## config.mk

```make
export PLATFORM = sky130hd
export DESIGN_NAME = i2c_config_seq_flat
export DESIGN_NICKNAME = d
export VERILOG_FILES = /design/src/rtl/i2c_config_seq_pkg.sv /design/src/rtl/i2c_config_seq_if.sv /design/src/rtl/i2c_config_seq.sv /design/src/flat_wrapper.sv
export SDC_FILE = /design/constraint.sdc
export NUM_CORES = 1
export LEC_CHECK = 0
export CAP_MARGIN = 10
export CORE_UTILIZATION = 50
export DETAILED_ROUTE_END_ITERATION = 12
export PLACE_DENSITY = 0.9
export REMOVE_ABC_BUFFERS = 1
export SLEW_MARGIN = 20
export SYNTH_ARGS = -nofsm -noshare
export SYNTH_HDL_FRONTEND = slang
export SYNTH_SLANG_ARGS = --single-unit
export TNS_END_PERCENT = 30
```

## constraint.sdc

```tcl
create_clock -name clk -period 2.9 [get_ports clk]
set_clock_uncertainty 0.1 [all_clocks]
set_input_delay 0.58 -clock clk [delete_from_list [all_inputs] [get_ports clk]]
set_output_delay 0.58 -clock clk [all_outputs]
set_load 0.01 [all_outputs]
```

## src/rtl/i2c_config_seq_pkg.sv

```systemverilog
// Shared types and constants for the I2C configuration sequencer.
// State encoding plus the table's end and delay marker words.
package i2c_config_seq_pkg;

  typedef enum logic [3:0] {
    S_IDLE,
    S_FETCH,
    S_LAUNCH,
    S_RELEASE,
    S_WAIT_LOW,
    S_WAIT_HIGH,
    S_CHECK,
    S_NEXT,
    S_FINISH,
    S_ABORT
  } state_e;

  localparam logic [15:0] END_MARKER   = 16'hFFFF;
  localparam logic [15:0] DELAY_MARKER = 16'hFFF0;

endpackage

```

## src/rtl/i2c_config_seq_if.sv

```systemverilog
// Request/status bundle between the sequencer and the I2C write engine.
// The sequencer is the master; the engine is the slave.
interface i2c_config_seq_if;
  logic        i2c_enable;
  logic [15:0] i2c_reg_data;
  logic [7:0]  i2c_sl_addr;
  logic [7:0]  i2c_byte_num;
  logic        i2c_end;
  logic        i2c_nack;

  modport master (
    output i2c_enable,
    output i2c_reg_data,
    output i2c_sl_addr,
    output i2c_byte_num,
    input  i2c_end,
    input  i2c_nack
  );

  modport slave (
    input  i2c_enable,
    input  i2c_reg_data,
    input  i2c_sl_addr,
    input  i2c_byte_num,
    output i2c_end,
    output i2c_nack
  );
endinterface

```

## src/rtl/i2c_config_seq.sv

```systemverilog
// Walks the configuration table and issues each word to the I2C engine,
// retrying NACKed entries and aborting on exhausted retries or timeout.
module i2c_config_seq
  import i2c_config_seq_pkg::*;
#(
  parameter logic [7:0]  LUT_SIZE   = 8'd64,
  parameter logic [7:0]  SLAVE_ADDR = 8'hBA,
  parameter logic [7:0]  BYTE_NUM   = 8'd2,
  parameter int unsigned MAX_RETRY  = 3,
  parameter logic [15:0] TIMEOUT    = 16'd50000
) (
  input  logic             clk,
  input  logic             reset,
  input  logic             start,
  output logic [7:0]       lut_index,
  input  logic [15:0]      lut_data,
  i2c_config_seq_if.master i2c,
  output logic             busy,
  output logic             done,
  output logic             error,
  output logic [7:0]       fail_index
);

  localparam logic [7:0] MAX_R = 8'(MAX_RETRY);

  state_e      state_d, state_q;
  logic [7:0]  idx_d, idx_q;
  logic [15:0] data_d, data_q;
  logic [7:0]  retry_d, retry_q;
  logic [15:0] tmo_d, tmo_q;
  logic        fetch_d, fetch_q;
  logic        en_d, en_q;
  logic        busy_d, busy_q;
  logic        done_d, done_q;
  logic        err_d, err_q;
  logic [7:0]  fail_d, fail_q;
  logic        tmo_hit;

  assign tmo_hit = (tmo_q == TIMEOUT - 16'd1);

  always_comb begin
    state_d = state_q;
    idx_d   = idx_q;
    data_d  = data_q;
    retry_d = retry_q;
    tmo_d   = '0;
    fetch_d = 1'b0;
    en_d    = 1'b0;
    busy_d  = busy_q;
    done_d  = done_q;
    err_d   = err_q;
    fail_d  = fail_q;
    unique case (state_q)
      S_IDLE: begin
        if (start) begin
          done_d  = 1'b0;
          err_d   = 1'b0;
          retry_d = '0;
          idx_d   = '0;
          busy_d  = 1'b1;
          state_d = S_FETCH;
        end
      end
      // first cycle lets the registered table catch up with idx
      S_FETCH: begin
        if (!fetch_q) begin
          fetch_d = 1'b1;
        end else begin
          data_d  = lut_data;
          state_d = (lut_data == END_MARKER) ? S_FINISH : S_LAUNCH;
        end
      end
      S_LAUNCH: begin
        if (i2c.i2c_end) begin
          en_d    = 1'b1;
          state_d = S_RELEASE;
        end else if (tmo_hit) begin
          state_d = S_ABORT;
        end else begin
          tmo_d = tmo_q + 16'd1;
        end
      end
      S_RELEASE: state_d = S_WAIT_LOW;
      S_WAIT_LOW: begin
        if (!i2c.i2c_end)  state_d = S_WAIT_HIGH;
        else if (tmo_hit)  state_d = S_ABORT;
        else               tmo_d   = tmo_q + 16'd1;
      end
      S_WAIT_HIGH: begin
        if (i2c.i2c_end)   state_d = S_CHECK;
        else if (tmo_hit)  state_d = S_ABORT;
        else               tmo_d   = tmo_q + 16'd1;
      end
      S_CHECK: begin
        if (!i2c.i2c_nack) begin
          retry_d = '0;
          state_d = S_NEXT;
        end else if (retry_q < MAX_R) begin
          retry_d = retry_q + 8'd1;
          state_d = S_LAUNCH;
        end else begin
          state_d = S_ABORT;
        end
      end
      S_NEXT: begin
        if (idx_q == LUT_SIZE - 8'd1) begin
          state_d = S_FINISH;
        end else begin
          idx_d   = idx_q + 8'd1;
          state_d = S_FETCH;
        end
      end
      S_FINISH: begin
        done_d  = 1'b1;
        busy_d  = 1'b0;
        state_d = S_IDLE;
      end
      S_ABORT: begin
        err_d   = 1'b1;
        busy_d  = 1'b0;
        fail_d  = idx_q;
        state_d = S_IDLE;
      end
      default: state_d = S_IDLE;
    endcase
  end

  always_ff @(posedge clk or negedge reset) begin
    if (!reset) begin
      state_q <= S_IDLE;
      idx_q   <= '0;
      data_q  <= '0;
      retry_q <= '0;
      tmo_q   <= '0;
      fetch_q <= 1'b0;
      en_q    <= 1'b0;
      busy_q  <= 1'b0;
      done_q  <= 1'b0;
      err_q   <= 1'b0;
      fail_q  <= '0;
    end else begin
      state_q <= state_d;
      idx_q   <= idx_d;
      data_q  <= data_d;
      retry_q <= retry_d;
      tmo_q   <= tmo_d;
      fetch_q <= fetch_d;
      en_q    <= en_d;
      busy_q  <= busy_d;
      done_q  <= done_d;
      err_q   <= err_d;
      fail_q  <= fail_d;
    end
  end

  assign lut_index        = idx_q;
  assign i2c.i2c_enable   = en_q;
  assign i2c.i2c_reg_data = data_q;
  assign i2c.i2c_sl_addr  = SLAVE_ADDR;
  assign i2c.i2c_byte_num = BYTE_NUM;
  assign busy             = busy_q;
  assign done             = done_q;
  assign error            = err_q;
  assign fail_index       = fail_q;

endmodule

```

## src/flat_wrapper.sv

```systemverilog
// flat-port wrapper written by rule: the top's interface ports become plain ports
module i2c_config_seq_flat import i2c_config_seq_pkg::*;
#(
  parameter logic [7:0]  LUT_SIZE   = 8'd64,
  parameter logic [7:0]  SLAVE_ADDR = 8'hBA,
  parameter logic [7:0]  BYTE_NUM   = 8'd2,
  parameter int unsigned MAX_RETRY  = 3,
  parameter logic [15:0] TIMEOUT    = 16'd50000
)
  (clk, reset, start, lut_index, lut_data, busy, done, error, fail_index, i2c_i2c_enable, i2c_i2c_reg_data, i2c_i2c_sl_addr, i2c_i2c_byte_num, i2c_i2c_end, i2c_i2c_nack);
  i2c_config_seq_if i2c_i ();
  input  logic clk;
  input  logic reset;
  input  logic start;
  output logic [7:0] lut_index;
  input  logic [15:0] lut_data;
  output logic busy;
  output logic done;
  output logic error;
  output logic [7:0] fail_index;
  output wire logic [$bits(i2c_i.i2c_enable)-1:0] i2c_i2c_enable;
  output wire logic [$bits(i2c_i.i2c_reg_data)-1:0] i2c_i2c_reg_data;
  output wire logic [$bits(i2c_i.i2c_sl_addr)-1:0] i2c_i2c_sl_addr;
  output wire logic [$bits(i2c_i.i2c_byte_num)-1:0] i2c_i2c_byte_num;
  input wire logic [$bits(i2c_i.i2c_end)-1:0] i2c_i2c_end;
  input wire logic [$bits(i2c_i.i2c_nack)-1:0] i2c_i2c_nack;
  assign i2c_i2c_enable = i2c_i.i2c_enable;
  assign i2c_i2c_reg_data = i2c_i.i2c_reg_data;
  assign i2c_i2c_sl_addr = i2c_i.i2c_sl_addr;
  assign i2c_i2c_byte_num = i2c_i.i2c_byte_num;
  assign i2c_i.i2c_end = i2c_i2c_end;
  assign i2c_i.i2c_nack = i2c_i2c_nack;
  i2c_config_seq #(.LUT_SIZE(LUT_SIZE), .SLAVE_ADDR(SLAVE_ADDR), .BYTE_NUM(BYTE_NUM), .MAX_RETRY(MAX_RETRY), .TIMEOUT(TIMEOUT)) u_core (.clk(clk), .reset(reset), .start(start), .lut_index(lut_index), .lut_data(lut_data), .i2c(i2c_i), .busy(busy), .done(done), .error(error), .fail_index(fail_index));
endmodule
```

---- Yosys cells after proc, flatten, opt, wreduce, memory -nomap -nowiden ----
Index checks and enable logic that the tools add are counted.
operators by class
  eq/ne operators ......................... 16
  add/subtract/negate cells ............... 3
  order comparisons ....................... 1
  mux-type cells .......................... 30
  reduce and logical (&&, ||, !) cells .... 15
operator list
  kind                                                  number
  2-to-1 mux 16 bit                                     3
  2-to-1 mux 4 bit                                      10
  equality test 16 bit (second input constant)          2
  2-to-1 mux 8 bit                                      4
  one-hot mux 16 bit (2 select lines)                   1
  one-hot mux 4 bit (8 select lines)                    1
  one-hot mux 8 bit (2 select lines)                    2
  adder 16 x 1 -> 16 bit (second input constant)        1
  adder 8 x 1 -> 8 bit (second input constant)          2
  equality test 4 x 3 -> 1 bit (second input constant)  4
  AND reduction 2 bit                                   5
  nonzero test 2 bit                                    5
  equality test 4 x 2 -> 1 bit (second input constant)  2
  equality test 4 bit (second input constant)           2
  equality test 8 x 6 -> 1 bit (second input constant)  1
  < comparator 8 x 2 -> 1 bit (second input constant)   1
  2-to-1 mux 1 bit                                      6
  one-hot mux 1 bit (2 select lines)                    3
  AND reduction 3 bit                                   2
  equality test 4 x 1 -> 1 bit (second input constant)  1
  zero test 4 bit                                       1
  != test 2 bit (second input constant)                 2
  OR reduction 2 bit                                    2
  != test 3 x 2 -> 1 bit (second input constant)        1
  != test 2 x 1 -> 1 bit (second input constant)        1
word-level totals
  word-level logic and storage cells ...... 76
  bits of input ports ..................... 21
  register bits after elaboration ......... 65

---- Longest topological paths before layout ----
Gate-level depths: netlist of run 1.
  depth after elaboration ................. 4
  mapped depth ............................ 6
  depth with buffers taken out ............ 5

---- Worst setup path after synthesis of run 1 ----
Ideal clock, no wire load.
  kind .................................... reg2reg
  start ................................... register u_core.idx_q[0], in the netlist u_core.lut_index[0]
  end ..................................... register u_core.idx_q[7], in the netlist u_core.lut_index[7]
  arrival time ............................ 1802 ps
  path slack .............................. 932 ps
  required time ........................... 2734 ps
  buffers on the path ..................... 0
  clock period less this slack ............ 1968 ps
  cell stages (with the launch flop) ...... 6
  setup time .............................. 66 ps
  cell sequence ........................... dfrtp_1 > ha_1 > and3_1 > a2111o_1 > or4_1 > nand2_1
on the way
  longest elaborated chain between the ends .. 3
  elaborated cells between the ends (all ways) .. 6
ends and longest elaborated chain
  element                                                                    RTL line                                      text
  from (decl)                                                                i2c_config_seq.sv:27                          logic [7:0] idx_d, idx_q;
  from (signal assigned)                                                     i2c_config_seq.sv:143                         idx_q <= idx_d;
  adder 8 x 1 -> 8 bit or equality test 8 x 6 -> 1 bit (tied branches)       i2c_config_seq.sv:109, i2c_config_seq.sv:106
  2-to-1 mux 8 bit or != test 2 bit (tied branches)                          -
  one-hot mux 8 bit (2 select lines) or AND reduction 3 bit (tied branches)  -
Several ways; a longest one is shown, not always the timed one. The select of a mux whose other input is x is not followed.
A chain may end at the register's enable or synchronous reset.

---- Worst setup path after layout of run 1 ----
  start ................................... register u_core.state_q[0]
  end ..................................... register u_core.data_q[7], in the netlist u_core.i2c.i2c_reg_data[7]
on the way
  longest elaborated chain between the ends .. 2
ends and longest elaborated chain
  element                               RTL line               text
  from (decl)                           i2c_config_seq.sv:26   state_e state_d, state_q;
  from (signal assigned)                i2c_config_seq.sv:142  state_q <= state_d;
  equality test 4 x 1 -> 1 bit          i2c_config_seq.sv:53   unique case (state_q)
  AND reduction 2 bit (no source line)  -
  to (signal assigned)                  i2c_config_seq.sv:144  data_q <= data_d;
  to (decl)                             i2c_config_seq.sv:28   logic [15:0] data_d, data_q;
Every way passes these cells.

==> impl_metrics.tcl, run 1 <==
set metrics [dict create \
    drv_cap 0 \
    fin_nets 376 \
    ys_seq_elements 65 \
    power.switching_w 0.000992 \
    mostFrequentLayoutCell "dfrtp_1" \
    gr-usage-all-layers 0.224 \
    synthTopCellsByArea "dfrtp_1 (50%), mux2_2 (9.1%), buf_4 (4.0%), nand2_1 (2.4%), nor2_1 (2.4%)" \
    crit_required_ps 3030 \
    tns_ps 0 \
    num_rows 28 \
    final_cell_mix "dfrtp_1 (65), clkdlybuf4s50_1 (55), mux2_2 (26), nand2_1 (21), nor2_1 (21)" \
    cts_resized 0 \
    place.detailed.hpwl_um 4710 \
    viasPerCell 5.56 \
    core-area_um2 6060 \
    ctsHoldBuffers 0 \
    arrival_ps 2420 \
    detailedRoute.firstIterationViolations 148 \
    cp-end-kind "flip-flop" \
    final_util 0.667 \
    grt-ovfl-total 0 \
    power.density_nw_per_um2 795 \
    synth_flop_cell "dfrtp_1" \
    vias 2400 \
    power.internal_w 0.00222 \
    finalSetupViolCount 0 \
    layout.cells.non_filler 432 \
    critical_path_class "reg -> reg" \
    clock_latency_ps 350 \
    netlist_area_um2 3230 \
    ir_worst_vdd_mv 0.604 \
    cts_tree "yes" \
    synth_cell_types 53 \
    netlist_instances 292 \
    numPortBuffers 56 \
    p_leak_nw 1.73 \
    crit_fanout 18 \
    worst_pin_slew_ps 812 \
    async_flop_share 1.00 \
    ys.warnings.count 0 \
    syn_avg_cell_area_um2 11.1 \
    cts.path.max_buffers 2 \
    clock-sinks 65 \
    synthToLayoutAreaGrowth_pct 25.4 \
    yosys.area.top_type "dfrtp_1" \
    die_w_um 82.3 \
    hold_path_class "in -> async" \
    wl_per_cell_um 15.3 \
    place_inst 416 \
    power_frac_clock 0.297 \
    path_clk_slew_ps 70 \
    grt_pass1_wl_um 11100 \
    ant_nets 0 \
    die_area_um2 6780 \
    first_pass_iters 4 \
    post-synth-top-area-fraction 0.504 \
    max_slew_margin 0.451 \
    grt_max_degree 38 \
    clock.fmax_ghz 0.437 \
    drive_above_1_share 0.154 \
    rsz0062_at_grt "no" \
    ios 73 \
    sequentialPowerShare 0.405 \
    hold_violations 0 \
    initial_core_util 0.532 \
    min_period_over_period 0.790 \
    drt_wl_total_um 6610 \
    dieHeight_um 82.3 \
    numCtsBuffers 9 \
    antenna_found_initial 0 \
    swShare 0.309 \
    gp_congestion 0.830 \
    seq_area_frac_synth 0.504 \
    report.final.slew_viol_count 0 \
    combPwrFrac 0.298 \
    post_cts_buffers 0 \
    synth-edff-count 0 \
    critPathLaunchType "flip-flop" \
    layout_min_cycle_time_ps 2290 \
    grt_pass1_vias 2390 \
    htree_num_levels 3 \
    n_antenna_cell 0 \
    drc 0 \
    cts_root_buf "clkbuf_8" \
    status "completed" \
]
## area by class of cell
class,count,area [um^2]
tap,75,93.8
fill,459,2020
clock inverter,6,115
timing repair buffer,59,591
clock buffer,10,138
sequential,65,1630
inverter,6,22.5
multi-input combinational,211,1460
## power by group through the flow
stage	Combinational, W	Clock, W	Sequential (W)
after floorplan	0.000454	0	0.00133
after detailed placement	0.000957	0	0.00131
after global placement	0.000930	0	0.00130
after global routing	0.00104	0.00101	0.00133
after CTS	0.000968	0.000969	0.00130
final	0.000959	0.000953	0.00130
## worst paths after layout
kind,startpoint,end,slack (ps),cells after the start
setup / recovery,u_core.state_q[0],u_core.i2c.i2c_reg_data[7],610,3
hold / removal,reset,u_core.retry_q[0],150,1
setup reg to reg,u_core.state_q[0],u_core.i2c.i2c_reg_data[7],610,3
hold reg to reg,u_core.error,u_core.error,390,1
max in group asynchronous,reset,u_core.tmo_q[5],1920,2
min in group clk,u_core.error,u_core.error,390,1
## synth_stat cells (all sizes together) (3+ instances only)
library cell / n
a21oi: 7
and2: 7
and3: 4
buf: 20
clkbuf: 4
dfrtp: 65
ha: 3
inv: 6
mux2: 26
mux2i: 4
nand2: 22
nand2b: 3
nand3: 8
nand4: 8
nor2: 21
nor3: 3
nor4: 8
nor4b: 4
nor4bb: 3
o21a: 3
o21ai: 11
or3: 3
or4: 7
xnor2: 9
xor2: 6
## layer usage
| metal | track usage | wire length (um) | vias up |
|---|---|---|---|
| met5 | 0 | 0 | - |
| met4 | 0.0684 | 90 | 0 |
| met3 | 0.0824 | 312 | 14 |
| met2 | 0.402 | 3410 | 57 |
| met1 | 0.245 | 2800 | 1186 |
| li1 | - | - | 1143 |
## cells by family after synthesis
family	after synthesis	share of synthesized area
AND/OR/NAND/NOR	110	0.202
flip-flops	65	0.504
AO/OA/AOI/OAI	37	0.0764
multiplexers	30	0.103
buffers and inverters	30	0.0601
XOR/XNOR	15	0.0407
adder cells (fa/ha/maj)	3	0.0116
other	2	0.00233
## stage by stage
step	setup WS, ps	total power [W]	hold WS, ps	area, um^2
after global placement	533	0.00222	365	3790
final	609	0.00321	147	4050
after detailed placement	463	0.00227	371	3790
after CTS	627	0.00323	160	4050
after global routing	419	0.00339	192	4050
after floorplan	932	0.00179	184	3110
## registers in the layout, summed over array words and instances, names as in the netlist
signal,count
u_core.done,1
u_core.i2c.i2c_reg_data,16
u_core.tmo_q,16
u_core.error,1
u_core.fetch_q,1
u_core.lut_index,8
u_core.fail_index,8
u_core.busy,1
u_core.retry_q,8
u_core.i2c.i2c_enable,1
u_core.state_q,4
## worst max-delay path: stages, from the launching register on
cell and delay (ps):
dfrtp_1 690, nor4b_2 440, nand2_1 490, mux2_2 440
No activity file was read; power rests on OpenSTA's default activity.
==> inputs of run 2 (changes only) <==
Clock period 2.9 ns to 2.3 ns, I/O delays scaled along.
==> run 2 against run 1 <==
Net effect: worst setup slack got worse by 400 ps; register-to-register slack got worse by 400 ps; clock-buffer cell count rose by 2; wire length rose by 1.8%; utilization fell by 0.083 points; final area fell by 0.12%; clock power rose by 2.7%; total power rose by 20%; via count rose by 2.6%; critical path type unchanged.
==> impl_metrics.tcl, run 2 (synthesis results as in run 1) <==
set metrics [dict create \
    status "completed" \
    cp-end-kind "flip-flop" \
    initial_core_util 0.532 \
    ios 73 \
    post_cts_buffers 0 \
    ant_nets 0 \
    finalSetupViolCount 0 \
    first_pass_iters 5 \
    num_rows 28 \
    place.detailed.hpwl_um 4700 \
    drt_wl_total_um 6730 \
    crit_slowest_cell "or4_1" \
    vias 2462 \
    hold_slack_ps 21.0 \
    routed.top_layer "met4" \
    grt_pass1_wl_um 11200 \
    gr-usage-all-layers 0.222 \
    max_slew_margin 0.594 \
    grt_max_degree 66 \
    cts_resized 0 \
    fill_cells 465 \
    die_w_um 82.3 \
    ir_worst_vdd_mv 0.748 \
    detailedRoute.firstIterationViolations 186 \
    synthToLayoutAreaGrowth_pct 25.2 \
    numCtsBuffers 9 \
    viasPerCell 5.62 \
    die_area_um2 6780 \
    clock.fmax_ghz 0.477 \
    n_antenna_cell 0 \
    power_frac_clock 0.254 \
    min_period_over_period 0.911 \
    p_total_w 0.00386 \
    rsz0062_at_grt "no" \
    met1_length_um 2800 \
    power.internal_w 0.00262 \
    critical_path_class "reg -> reg" \
    cts_tree "yes" \
    numPortBuffers 56 \
    core-area_um2 6060 \
    final_cell_mix "dfrtp_1 (65), clkdlybuf4s50_1 (55), mux2_2 (26), nand2_1 (21), nor2_1 (21)" \
    htree_num_levels 3 \
    crit_fanout 6 \
    cp_top_family "simple AND/OR/NAND/NOR gates" \
    swShare 0.321 \
    worstPathCellList "ha_1 > and3_1 > a2111o_1 > or4_1 > nand2_1" \
    drv_cap 0 \
    layout_min_cycle_time_ps 2100 \
    drc 0 \
    critPathLaunchType "flip-flop" \
    path_depth 5 \
    dp_slack_ps -31.8 \
    wl_per_cell_um 15.4 \
    grt_pass1_vias 2436 \
    gp_congestion 0.834 \
    clock-sinks 65 \
    p_leak_nw 1.74 \
    crit_buf_inv 0 \
    crit_required_ps 2480 \
    wl_met3_um 346 \
    cp_slowest_stage_delay_ps 500 \
    hold_violations 0 \
    fin_nets 383 \
    drive_above_1_share 0.165 \
    grt-ovfl-total 0 \
    arrival_ps 2280 \
    worstRegToRegCells 5 \
    report.final.slew_viol_count 0 \
    power.switching_w 0.00124 \
    power.density_nw_per_um2 956 \
    sequentialPowerShare 0.421 \
    fin_ws_ps 205 \
    dieHeight_um 82.3 \
    path_clk_slew_ps 70 \
    hold_path_class "in -> async" \
    cts_root_buf "clkbuf_8" \
    mostFrequentLayoutCell "dfrtp_1" \
    clock_latency_ps 340 \
    tns_ps 0 \
    combPwrFrac 0.326 \
    wl_met2_um 3430 \
    antenna_found_initial 0 \
    ctsHoldBuffers 0 \
    worst_pin_slew_ps 604 \
    cts.path.max_buffers 2 \
]
==> run 2: cell types whose count changed in the layout (fill, tap and decap cells not counted) <==
cell	before	now
buf_4	2	9
bufinv_16	3	1
clkinv_2	0	2
clkinv_4	2	0
clkbuf_1	0	1
clkbuf_8	10	11
clkinvlp_4	1	0
==> run 2: layout make-up <==
cell class | count | area (um^2) | share of cell area
multi-input combinational | 211 | 1460 | 0.361
sequential | 65 | 1630 | 0.403
timing repair buffer | 66 | 643 | 0.159
tap | 75 | 93.8 | 0.0232
clock inverter | 3 | 40.0 | 0.00991
inverter | 6 | 22.5 | 0.00557
clock buffer | 12 | 155 | 0.0384
==> run 2: power groups by stage <==
stage | Clock, W | Sequential (W) | Combinational (W)
finish | 0.000979 | 0.00162 | 0.00126
global route | 0.00104 | 0.00166 | 0.00136
CTS | 0.000989 | 0.00162 | 0.00127
detailed placement | 0 | 0.00164 | 0.00126
global placement | 0 | 0.00162 | 0.00121
floorplan | 0 | 0.00168 | 0.000572
==> run 2: per-layer routing <==
layer | GRT usage | up-vias
met4 | 0.0965 | 0
li1 | - | 1159
met2 | 0.392 | 79
met1 | 0.254 | 1203
met5 | 0 | -
met3 | 0.0571 | 21
==> run 2: worst paths after layout <==
check | startpoint | to | slack, ps
setup / recovery | u_core.lut_index[0] | u_core.lut_index[7] | 200
hold / removal | reset | u_core.retry_q[1] | 20
setup reg to reg | u_core.lut_index[0] | u_core.lut_index[7] | 200
hold reg to reg | u_core.error | u_core.error | 380
max in group asynchronous | reset | u_core.tmo_q[13] | 1790
min in group clk | u_core.error | u_core.error | 380
==> run 2: metrics by stage <==
step	area, um^2	instances	utilization
2_1_floorplan	3110	282	-
4_1_cts	4040	438	0.667
5_1_grt	4040	438	0.667
6_report	4040	438	0.667
3_5_place_dp	3840	423	0.634
3_3_place_gp	3840	423	0.634
